File: config.mk
export PLATFORM = sky130hd
export DESIGN_NAME = mul_div_unit_flat
export DESIGN_NICKNAME = d
export VERILOG_FILES = /design/src/rtl/mul_div_if.sv /design/src/rtl/mul_div_unit.sv /design/src/flat_wrapper.sv
export SDC_FILE = /design/constraint.sdc
export NUM_CORES = 1
export LEC_CHECK = 0
export ABC_AREA = 1
export CAP_MARGIN = 20
export CORE_AREA = 2 2 257 183
export CTS_CLUSTER_DIAMETER = 150
export DETAILED_ROUTE_END_ITERATION = 16
export DIE_AREA = 0 0 259 185
export GPL_TIMING_DRIVEN = 0
export HOLD_SLACK_MARGIN = 0.08
export SYNTH_ARGS = -nofsm -noshare
export SYNTH_HDL_FRONTEND = slang
export SYNTH_SLANG_ARGS = --single-unit
File: constraint.sdc
create_clock -name Clk -period 3.3 [get_ports Clk]
set_input_delay 0.66 -clock Clk [delete_from_list [all_inputs] [get_ports Clk]]
set_output_delay 0.66 -clock Clk [all_outputs]
set_load 0.01 [all_outputs]
File: src/rtl/mul_div_if.sv
// mul_div_if: operand/handshake bundle between the datapath and the multiply/divide unit.
interface mul_div_if #(parameter int WIDTH = 32);
    logic Start;
    logic [1:0] Op;
    logic [WIDTH-1:0] OperandA;
    logic [WIDTH-1:0] OperandB;
    logic HiWrite;
    logic LoWrite;
    logic [WIDTH-1:0] HiLoData;
    logic Busy;
    logic Done;
    logic DivByZero;
    logic [WIDTH-1:0] Hi;
    logic [WIDTH-1:0] Lo;
    modport master (
        output Start, Op, OperandA, OperandB, HiWrite, LoWrite, HiLoData,
        input Busy, Done, DivByZero, Hi, Lo
    );
    modport slave (
        input Start, Op, OperandA, OperandB, HiWrite, LoWrite, HiLoData,
        output Busy, Done, DivByZero, Hi, Lo
    );
endinterface

File: src/rtl/mul_div_unit.sv
// mul_div_unit: iterative MIPS MULT/MULTU/DIV/DIVU with private HI/LO registers.
module mul_div_unit #(parameter int WIDTH = 32) (
    input logic Clk,
    input logic Reset,
    mul_div_if.slave bus
);
    localparam int CW = $clog2(WIDTH) + 1;
    localparam logic [CW-1:0] LAST = CW'(WIDTH - 1);
    localparam logic [1:0] IDLE = 2'd0, ITER = 2'd1, FIX = 2'd2;
    logic [1:0] state;
    logic [CW-1:0] count;
    logic isDiv, negA, negB, divZero;
    logic [WIDTH-1:0] operand, hiReg, loReg;
    logic [2*WIDTH-1:0] work;
    logic aNeg, bNeg;
    logic [WIDTH-1:0] magA, magB;
    logic [WIDTH:0] mulSum, diff;
    logic [2*WIDTH:0] shifted;
    logic [2*WIDTH-1:0] mulNext, divNext, prod;
    logic [WIDTH-1:0] quot, rem, hiFix, loFix;
    always_comb begin
        aNeg = bus.Op[0] & bus.OperandA[WIDTH-1];
        bNeg = bus.Op[0] & bus.OperandB[WIDTH-1];
        magA = aNeg ? -bus.OperandA : bus.OperandA;
        magB = bNeg ? -bus.OperandB : bus.OperandB;
        // Shift-add: low half holds the multiplier and drains as the product fills in.
        mulSum = {1'b0, work[2*WIDTH-1:WIDTH]} + (work[0] ? {1'b0, operand} : '0);
        mulNext = {mulSum, work[WIDTH-1:1]};
        // Restoring divide: keep the shifted remainder when the trial subtract goes negative.
        shifted = {work, 1'b0};
        diff = shifted[2*WIDTH:WIDTH] - {1'b0, operand};
        divNext = diff[WIDTH] ? shifted[2*WIDTH-1:0] : {diff[WIDTH-1:0], shifted[WIDTH-1:1], 1'b1};
        prod = (negA ^ negB) ? -work : work;
        quot = work[WIDTH-1:0];
        rem = work[2*WIDTH-1:WIDTH];
        hiFix = isDiv ? (negA ? -rem : rem) : prod[2*WIDTH-1:WIDTH];
        loFix = isDiv ? (divZero ? '1 : ((negA ^ negB) ? -quot : quot)) : prod[WIDTH-1:0];
    end
    always_ff @(posedge Clk) begin
        if (Reset) begin
            state <= IDLE;
            count <= '0;
            isDiv <= 1'b0;
            negA <= 1'b0;
            negB <= 1'b0;
            divZero <= 1'b0;
            operand <= '0;
            work <= '0;
            hiReg <= '0;
            loReg <= '0;
            bus.Done <= 1'b0;
            bus.DivByZero <= 1'b0;
        end else begin
            bus.Done <= state == FIX;
            bus.DivByZero <= state == FIX && divZero;
            if (state == IDLE) begin
                if (bus.HiWrite) hiReg <= bus.HiLoData;
                if (bus.LoWrite) loReg <= bus.HiLoData;
                if (bus.Start) begin
                    state <= ITER;
                    count <= '0;
                    isDiv <= bus.Op[1];
                    negA <= aNeg;
                    negB <= bNeg;
                    divZero <= bus.Op[1] && bus.OperandB == '0;
                    operand <= bus.Op[1] ? magB : magA;
                    work <= {{WIDTH{1'b0}}, bus.Op[1] ? magA : magB};
                end
            end else if (state == ITER) begin
                work <= isDiv ? divNext : mulNext;
                count <= count + 1'b1;
                if (count == LAST) state <= FIX;
            end else begin
                hiReg <= hiFix;
                loReg <= loFix;
                state <= IDLE;
            end
        end
    end
    assign bus.Busy = state != IDLE;
    assign bus.Hi = hiReg;
    assign bus.Lo = loReg;
endmodule

File: src/flat_wrapper.sv
// flat-port wrapper written by rule: the top's interface ports become plain ports
module mul_div_unit_flat 
#(parameter int WIDTH = 32)
  (Clk, Reset, bus_Start, bus_Op, bus_OperandA, bus_OperandB, bus_HiWrite, bus_LoWrite, bus_HiLoData, bus_Busy, bus_Done, bus_DivByZero, bus_Hi, bus_Lo);
  mul_div_if #(.WIDTH(WIDTH)) bus_i ();
  input logic Clk;
  input logic Reset;
  input wire logic [$bits(bus_i.Start)-1:0] bus_Start;
  input wire logic [$bits(bus_i.Op)-1:0] bus_Op;
  input wire logic [$bits(bus_i.OperandA)-1:0] bus_OperandA;
  input wire logic [$bits(bus_i.OperandB)-1:0] bus_OperandB;
  input wire logic [$bits(bus_i.HiWrite)-1:0] bus_HiWrite;
  input wire logic [$bits(bus_i.LoWrite)-1:0] bus_LoWrite;
  input wire logic [$bits(bus_i.HiLoData)-1:0] bus_HiLoData;
  output wire logic [$bits(bus_i.Busy)-1:0] bus_Busy;
  output wire logic [$bits(bus_i.Done)-1:0] bus_Done;
  output wire logic [$bits(bus_i.DivByZero)-1:0] bus_DivByZero;
  output wire logic [$bits(bus_i.Hi)-1:0] bus_Hi;
  output wire logic [$bits(bus_i.Lo)-1:0] bus_Lo;
  assign bus_i.Start = bus_Start;
  assign bus_i.Op = bus_Op;
  assign bus_i.OperandA = bus_OperandA;
  assign bus_i.OperandB = bus_OperandB;
  assign bus_i.HiWrite = bus_HiWrite;
  assign bus_i.LoWrite = bus_LoWrite;
  assign bus_i.HiLoData = bus_HiLoData;
  assign bus_Busy = bus_i.Busy;
  assign bus_Done = bus_i.Done;
  assign bus_DivByZero = bus_i.DivByZero;
  assign bus_Hi = bus_i.Hi;
  assign bus_Lo = bus_i.Lo;
  mul_div_unit #(.WIDTH(WIDTH)) u_core (.Clk(Clk), .Reset(Reset), .bus(bus_i));
endmodule
==> flow_summary.json, run 1 <==
{
  "status": "complete, no violations",
  "fp.dieW_um": 259,
  "final_cell_mix": "nand2_1, inv_1, nor2_1, nand3_1, o21ai_0",
  "path_cells": "inv_2, nand2_1, nand2_1, clkbuf_2, buf_1, nor3_1, o21ai_0, a31oi_1",
  "p_comb_share_pct": 46.8,
  "rsz0062_at_grt": "false",
  "cp-endpoint": "u_core.bus.Lo[23]$_SDFFE_PP0P_",
  "p_sw_share_pct": 48.08,
  "io_pins": 170,
  "crit_cells": 8,
  "layout-drive-gt1-share_pct": 3.068,
  "syn-num-nets": 3459,
  "diodes": 0,
  "async_flop_share_pct": 0,
  "multi_input_area_um2": 12130,
  "layout.nets": 3649,
  "slew_headroom_pct": 18.83,
  "critPathArrivalTime_ps": 3630,
  "finalCriticalPeriod_ps": 3292,
  "fill_cells": 5119,
  "gp_congestion": 1.038,
  "postRouteAntennaNets": 0,
  "start_util_pct": 39.32,
  "switching_power_mw": 4.303,
  "worstMarginPinSlew_ps": 1218,
  "grt_overflow": 0,
  "synth_enable_flop_cells": 0,
  "p_total_mw": 8.949,
  "reg2regPathDepth": 8,
  "crit_family": "buffers and inverters",
  "r2r-start": "u_core.negA$_SDFFE_PP0P_",
  "fmax_ghz": 0.3037,
  "rows": 66,
  "finalHoldViolCount": 0,
  "ys.flop_type": "dfxtp_1",
  "hpwlAfterDp_um": 77080,
  "ys_ff_latch": 174,
  "netlist_area_um2": 17960,
  "intPower_mw": 4.647,
  "drc_errors": 0,
  "design.die.area_um2": 47920,
  "wl_per_cell_um": 22.33,
  "ir_drop_uv": 407.4,
  "power_leakage_nw": 10.38,
  "maxCapViolCount": 0,
  "core_um2": 45670,
  "via_per_inst": 5.620,
  "path_clk_slew_ps": 90,
  "syn_avg_cell_area_um2": 5.466,
  "cp_slowest_cell": "o21ai_0",
  "grt_pass1_wl_um": 132300,
  "ff2ff_setup_slack_ps": 8,
  "drt_iter0_drc": 3269,
  "cts-root-buf": "clkbuf_16",
  "area_growth_syn_to_layout_pct": 17.45,
  "r2r-end": "u_core.bus.Lo[23]$_SDFFE_PP0P_",
  "cts_tree": "done",
  "hp-class": "register to register",
  "slew_viol_final": 0,
  "synthCells": 3285,
  "cp-end-kind": "register",
  "antenna_found_initial": 0,
  "die_y_um": 185,
  "grt_pass1_vias": 20618,
  "powerDensity_nw_per_um2": 424.3,
  "yosysWarnings": 0,
  "drt_first_pass_iters": 7,
  "numPortBuffers": 169,
  "wirelength_um": 91560,
  "clk_latency_ps": 490,
  "grt_usage_pct": 37.49,
  "htree_levels": 4,
  "yosysSeqAreaShare_pct": 19.40,
  "finalSetupViolCount": 0,
  "final_common_cell": "nand2_1",
  "cts_buffers": 17,
  "crit_buf_inv": 3,
  "grt_max_degree": 22,
  "crit_start": "u_core.negA$_SDFFE_PP0P_",
  "timing.final.crit_share_pct": 99.77,
  "critPathKind": "register to register",
  "final_util_pct": 46.18,
  "regArea_um2": 3487,
  "synthDistinctLibCells": 50,
  "seq_power_share_pct": 28.3,
  "critPathRequiredTime_ps": 3640,
  "startpoint_type": "register",
  "skew_ps": 27.01,
  "critPathMaxStageDelay_ps": 690,
  "crit_top_cell": "nand2_1",
  "crit_fanout": 10,
  "cts_sinks": 174,
  "routed-via-count": 23040,
  "clockPowerShare_pct": 24.9,
  "cts.path.max_buffers": 2
}
flip-flops by register name, summed over array words and instances (netlist names):
name	cells
u_core.negA	1
u_core.operand	32
u_core.bus.DivByZero	1
u_core.bus.Hi	32
u_core.count	6
u_core.bus.Done	1
u_core.isDiv	1
u_core.divZero	1
u_core.state	2
u_core.bus.Lo	32
u_core.work	64
u_core.negB	1
tightest hold or removal path: stages, from the launching register on:
cell	delay, ps
dfxtp_1	330
nand2_1	70
a21oi_1	50
layer usage:
metal	global-route usage [%]	part of all wire [%]
met5	0	0
met4	8.671	1.8
met3	11.66	13
met2	49.47	37
met1	57.35	48
how the worst min path moves through the flow:
stage	slack, ps	cells after the start	from	to
3_3_place_gp	460	2	u_core.count[4]$_SDFFE_PP0P_	u_core.count[4]$_SDFFE_PP0P_
6_report	490	2	u_core.count[4]$_SDFFE_PP0P_	u_core.count[4]$_SDFFE_PP0P_
5_1_grt	510	2	u_core.count[2]$_SDFFE_PP0P_	u_core.count[2]$_SDFFE_PP0P_
4_1_cts	490	1	u_core.count[5]$_SDFFE_PP0P_	u_core.state[1]$_SDFFE_PP0P_
3_5_place_dp	480	1	u_core.count[0]$_SDFFE_PP0P_	u_core.count[0]$_SDFFE_PP0P_
2_1_floorplan	430	2	u_core.divZero$_SDFFE_PP0P_	u_core.bus.DivByZero$_SDFF_PP0_
what timing repair did:
action | CTS | global route
endpoints found under the hold margin | 0 | 0
setup endpoints to repair | 1 | 25
buffers inserted | 0 | 3
gates resized for setup | 1 | 17
hold buffers | 0 | 0
logic make-up after synthesis:
logic type	count (synthesis)	synth area share, %
AOI/OAI and AO/OA	618	18.72
xor gates and xnor gates	71	3.463
adders and majority gates	71	5.031
buffers and inverters	618	13.12
DFF	174	19.40
and+or+nand+nor	1733	40.27
per-stage QoR:
| stage | hold slack (ps) | instances | setup TNS [ps] | area (um^2) | setup WS (ps) |
|---|---|---|---|---|---|
| 6_report | 493.1 | 4100 | 0 | 21090 | 7.704 |
| 5_1_grt | 511.2 | 4100 | 0 | 21090 | 18.31 |
| 4_1_cts | 490.5 | 4097 | 0 | 21040 | 18.48 |
| 3_5_place_dp | 478.0 | 4066 | -750.3 | 20410 | -251.6 |
| 3_3_place_gp | 464.0 | 4066 | -835.5 | 20410 | -232.0 |
| 2_1_floorplan | 430.4 | 3285 | 0 | 17960 | 927.4 |
synthesized netlist by cell type (34+ instances only):
master    count  area (um^2)
nand2_1    1011         3795
nand3_1     296         1481
o211ai_1     34        255.2
o21ai_0     258         1291
a31oi_1      51        319.1
inv_1       482         1809
dfxtp_1     174         3483
nor2_1      298         1119
nor3_1       39        195.2
xor2_1       54        473.0
a21oi_1     216         1081
clkbuf_1     94        352.8
ha_1         69        863.3
cell type report:
class                   instances  area share [%]
inverters                     497           8.863
repair buffers                172           8.128
flip-flops and latches        174           16.53
multi-input cells            2493           57.51
plain buffers                 120           2.343
clock inverters                15          0.9729
clock buffers                  17           2.017
well taps                     612           3.631
power groups by stage:
stage / Combinational [mW] / Clock [mW] / Sequential, mW
2_1_floorplan: 2.53 / 0 / 2.50
3_3_place_gp: 3.98 / 0 / 2.56
3_5_place_dp: 4.00 / 0 / 2.57
4_1_cts: 4.02 / 2.22 / 2.52
5_1_grt: 4.53 / 2.30 / 2.55
6_report: 4.19 / 2.23 / 2.54
No activity file was read; power rests on OpenSTA's default activity.
==> run 2: changes to the inputs <==
--- a/config.mk
+++ b/config.mk
@@ -5,14 +5,14 @@
 export SDC_FILE = /design/constraint.sdc
 export NUM_CORES = 1
 export LEC_CHECK = 0
-export ABC_AREA = 1
 export CAP_MARGIN = 20
-export CORE_AREA = 2 2 257 183
+export CORE_AREA = 2 2 238 170
 export CTS_CLUSTER_DIAMETER = 150
 export DETAILED_ROUTE_END_ITERATION = 16
-export DIE_AREA = 0 0 259 185
+export DIE_AREA = 0 0 240 172
 export GPL_TIMING_DRIVEN = 0
 export HOLD_SLACK_MARGIN = 0.08
+export SLEW_MARGIN = 20
 export SYNTH_ARGS = -nofsm -noshare
 export SYNTH_HDL_FRONTEND = slang
 export SYNTH_SLANG_ARGS = --single-unit
==> run 2 against run 1 <==
The run now ends with setup timing left; clock power fell by 4%; sequential cell count stayed put; critical path depth up 5; register-to-register slack got worse by 160 ps; die area decreased by 14%; synthesized area decreased by 14%; global-route usage down 4.1 points; critical path type unchanged.
==> flow_summary.json, run 2 <==
{
  "status": "finished, violations left",
  "violations": "setup timing",
  "ctsHoldBuffers": 0,
  "critPathArrivalTime_ps": 3780,
  "slew_viol_final": 0,
  "top_register": "u_core.work",
  "post-synth-top-area-cell": "dfxtp_1",
  "ys.flop_type": "dfxtp_1",
  "crit_start": "u_core.work[0]$_SDFFE_PP0P_",
  "cts-root-buf": "clkbuf_16",
  "synth_commonest_cells": "nor2_1, nand2_1, a21oi_1",
  "synthMuxAreaShare_pct": 4.942,
  "ir_drop_uv": 386.5,
  "grt_pass1_vias": 16237,
  "numPortBuffers": 168,
  "skew_ps": 14.47,
  "largest_reg_flops": 64,
  "yosysWarnings": 0,
  "fill_cells": 3893,
  "hold_start": "u_core.operand[13]$_SDFFE_PP0P_",
  "antenna_found_initial": 1,
  "io_pins": 170,
  "cts.path.max_buffers": 2,
  "timing.final.crit_share_pct": 104.7,
  "synth_most_common_cell": "nor2_1",
  "synthAdderAreaFrac_pct": 5.849,
  "powerDensity_nw_per_um2": 384.8,
  "fp.dieW_um": 240,
  "layout-drive-gt1-share_pct": 11.86,
  "layout_setup_ws_ps": -156.3,
  "ys_top_cells_by_area": "dfxtp_1, a21oi_1, nor2_1",
  "rsz0062_at_grt": "true",
  "cp-end-kind": "register",
  "cts_sinks": 174,
  "hpwlAfterDp_um": 57160,
  "wirelength_um": 71800,
  "multi_input_area_um2": 11950,
  "clk_latency_ps": 470,
  "fmax_ghz": 0.2893,
  "grt_overflow": 0,
  "netlist_area_um2": 15440,
  "grt_pass1_wl_um": 103100,
  "async_flop_share_pct": 0,
  "drt_iter0_drc": 2215,
  "startpoint_type": "register",
  "syn-num-nets": 2311,
  "core_um2": 39080,
  "via_per_inst": 6.133,
  "drc_errors": 0,
  "synthXorXnorAreaFrac_pct": 9.535,
  "finalSetupViolCount": 22,
  "routed-via-count": 17922,
  "synthCells": 2137,
  "layout.nets": 2547,
  "worstMarginPinSlew_ps": 976.0,
  "yosysSeqAreaShare_pct": 22.55,
  "final_common_cell": "nand2_1",
  "synthDistinctLibCells": 89,
  "synth_compound_area_share_pct": 28.18,
  "cts_buffers": 17,
  "gp_congestion": 0.9756,
  "grt_usage_pct": 33.44,
  "critPathRequiredTime_ps": 3620,
  "ys_ff_latch": 174,
  "grt_max_degree": 19,
  "crit_fanout": 4,
  "wl_per_cell_um": 24.57,
  "rows": 61,
  "finalCriticalPeriod_ps": 3456,
  "syn_avg_cell_area_um2": 7.227,
  "r2r-start": "u_core.work[0]$_SDFFE_PP0P_",
  "hp-class": "register to register",
  "finalHoldViolCount": 0,
  "regArea_um2": 3508,
  "die_y_um": 172,
  "area_growth_syn_to_layout_pct": 28.69,
  "htree_levels": 4,
  "final_cell_mix": "nand2_1, nor2_1, a21oi_1, clkdlybuf4s50_1, dfxtp_1",
  "maxCapViolCount": 0,
  "final_util_pct": 50.86,
  "critPathKind": "register to register",
  "synth-simple-area-share_pct": 23.23,
  "path_clk_slew_ps": 80,
  "postRouteAntennaNets": 0,
  "synth_enable_flop_cells": 0,
  "whs_ps": 455.3,
  "p_total_mw": 7.649,
  "cts_tree": "done",
  "slew_headroom_pct": 34.94,
  "synth_top_area_share_pct": 22.55,
  "drt_first_pass_iters": 6,
  "synth_top_family_by_area": "compound AO/OA/AOI/OAI gates",
  "start_util_pct": 39.52,
  "design.die.area_um2": 41280,
  "power_leakage_nw": 7.354
}
==> run 2: what timing repair did <==
item                       CTS  global route
buffers inserted            22            28
gates resized for setup     95           143
gates cloned                 1             2
pin swaps                   29            58
setup endpoints to repair   75            76
==> run 2: power by group <==
group / leakage (nW) / switching [mW] / internal (mW) / total, mW
registers: 1.43 / 0.181 / 2.25 / 2.43
clock network: 0.288 / 1.05 / 1.08 / 2.14
logic: 5.63 / 1.86 / 1.22 / 3.08
total: 7.35 / 3.09 / 4.56 / 7.65
==> run 2: metal layers <==
metal	wire length, um	up-vias	GRT usage [%]
met5	0	-	0
met4	2051	0	9.749
met3	9459	123	9.211
met2	27710	1113	45.58
met1	32580	8465	50.08
li1	-	8221	-
==> run 2: path summary, 6_finish.rpt <==
kind / slack, ps / endpoint / cells past startpoint
worst max-delay path: -160 / u_core.work[61]$_SDFFE_PP0P_ / 13
worst min-delay path: 460 / u_core.operand[13]$_SDFFE_PP0P_ / 2
worst max register to register: -160 / u_core.work[61]$_SDFFE_PP0P_ / 13
worst min register to register: 460 / u_core.operand[13]$_SDFFE_PP0P_ / 2
==> run 2: logic make-up after synthesis <==
group | Yosys count
simple gates | 764
compound gates | 665
buf+inv | 222
flops | 174
xor+xnor | 166
mux | 75
fa+ha+maj | 71
==> run 2: worst max-delay path, stage by stage (launching register included) <==
cell and delay [ps]:
dfxtp_4 390, and2_4 160, ha_4 130, inv_2 40
fa_2 380, nor2b_4 160, o31a_1 220, o311ai_4 170
o211a_1 290, o31ai_4 430, a31oi_4 210, o41ai_2 360
mux2i_1 260, o211ai_1 110
==> run 2: cell type report <==
cell class,instances,area share (%)
timing repair buffer,220,11.07
antenna,1,0.01259
sequential,174,17.65
multi-input combinational,1741,60.12
clock inverter,15,0.8499
clock buffer,17,2.140
tap,535,3.368
inverter,69,1.335
buffer,150,3.456
==> run 2: metrics by stage <==
step,cell area [um^2],worst slack (ps),std cells,TNS (ps)
after detailed placement,17810,-1262,2841,-48160
after CTS,19050,-204.6,2895,-3347
after global routing,19870,-208.3,2921,-3049
after global placement,17800,-1278,2840,-46850
after floorplan,15450,-46.03,2137,-46.03
final,19880,-156.3,2922,-1116
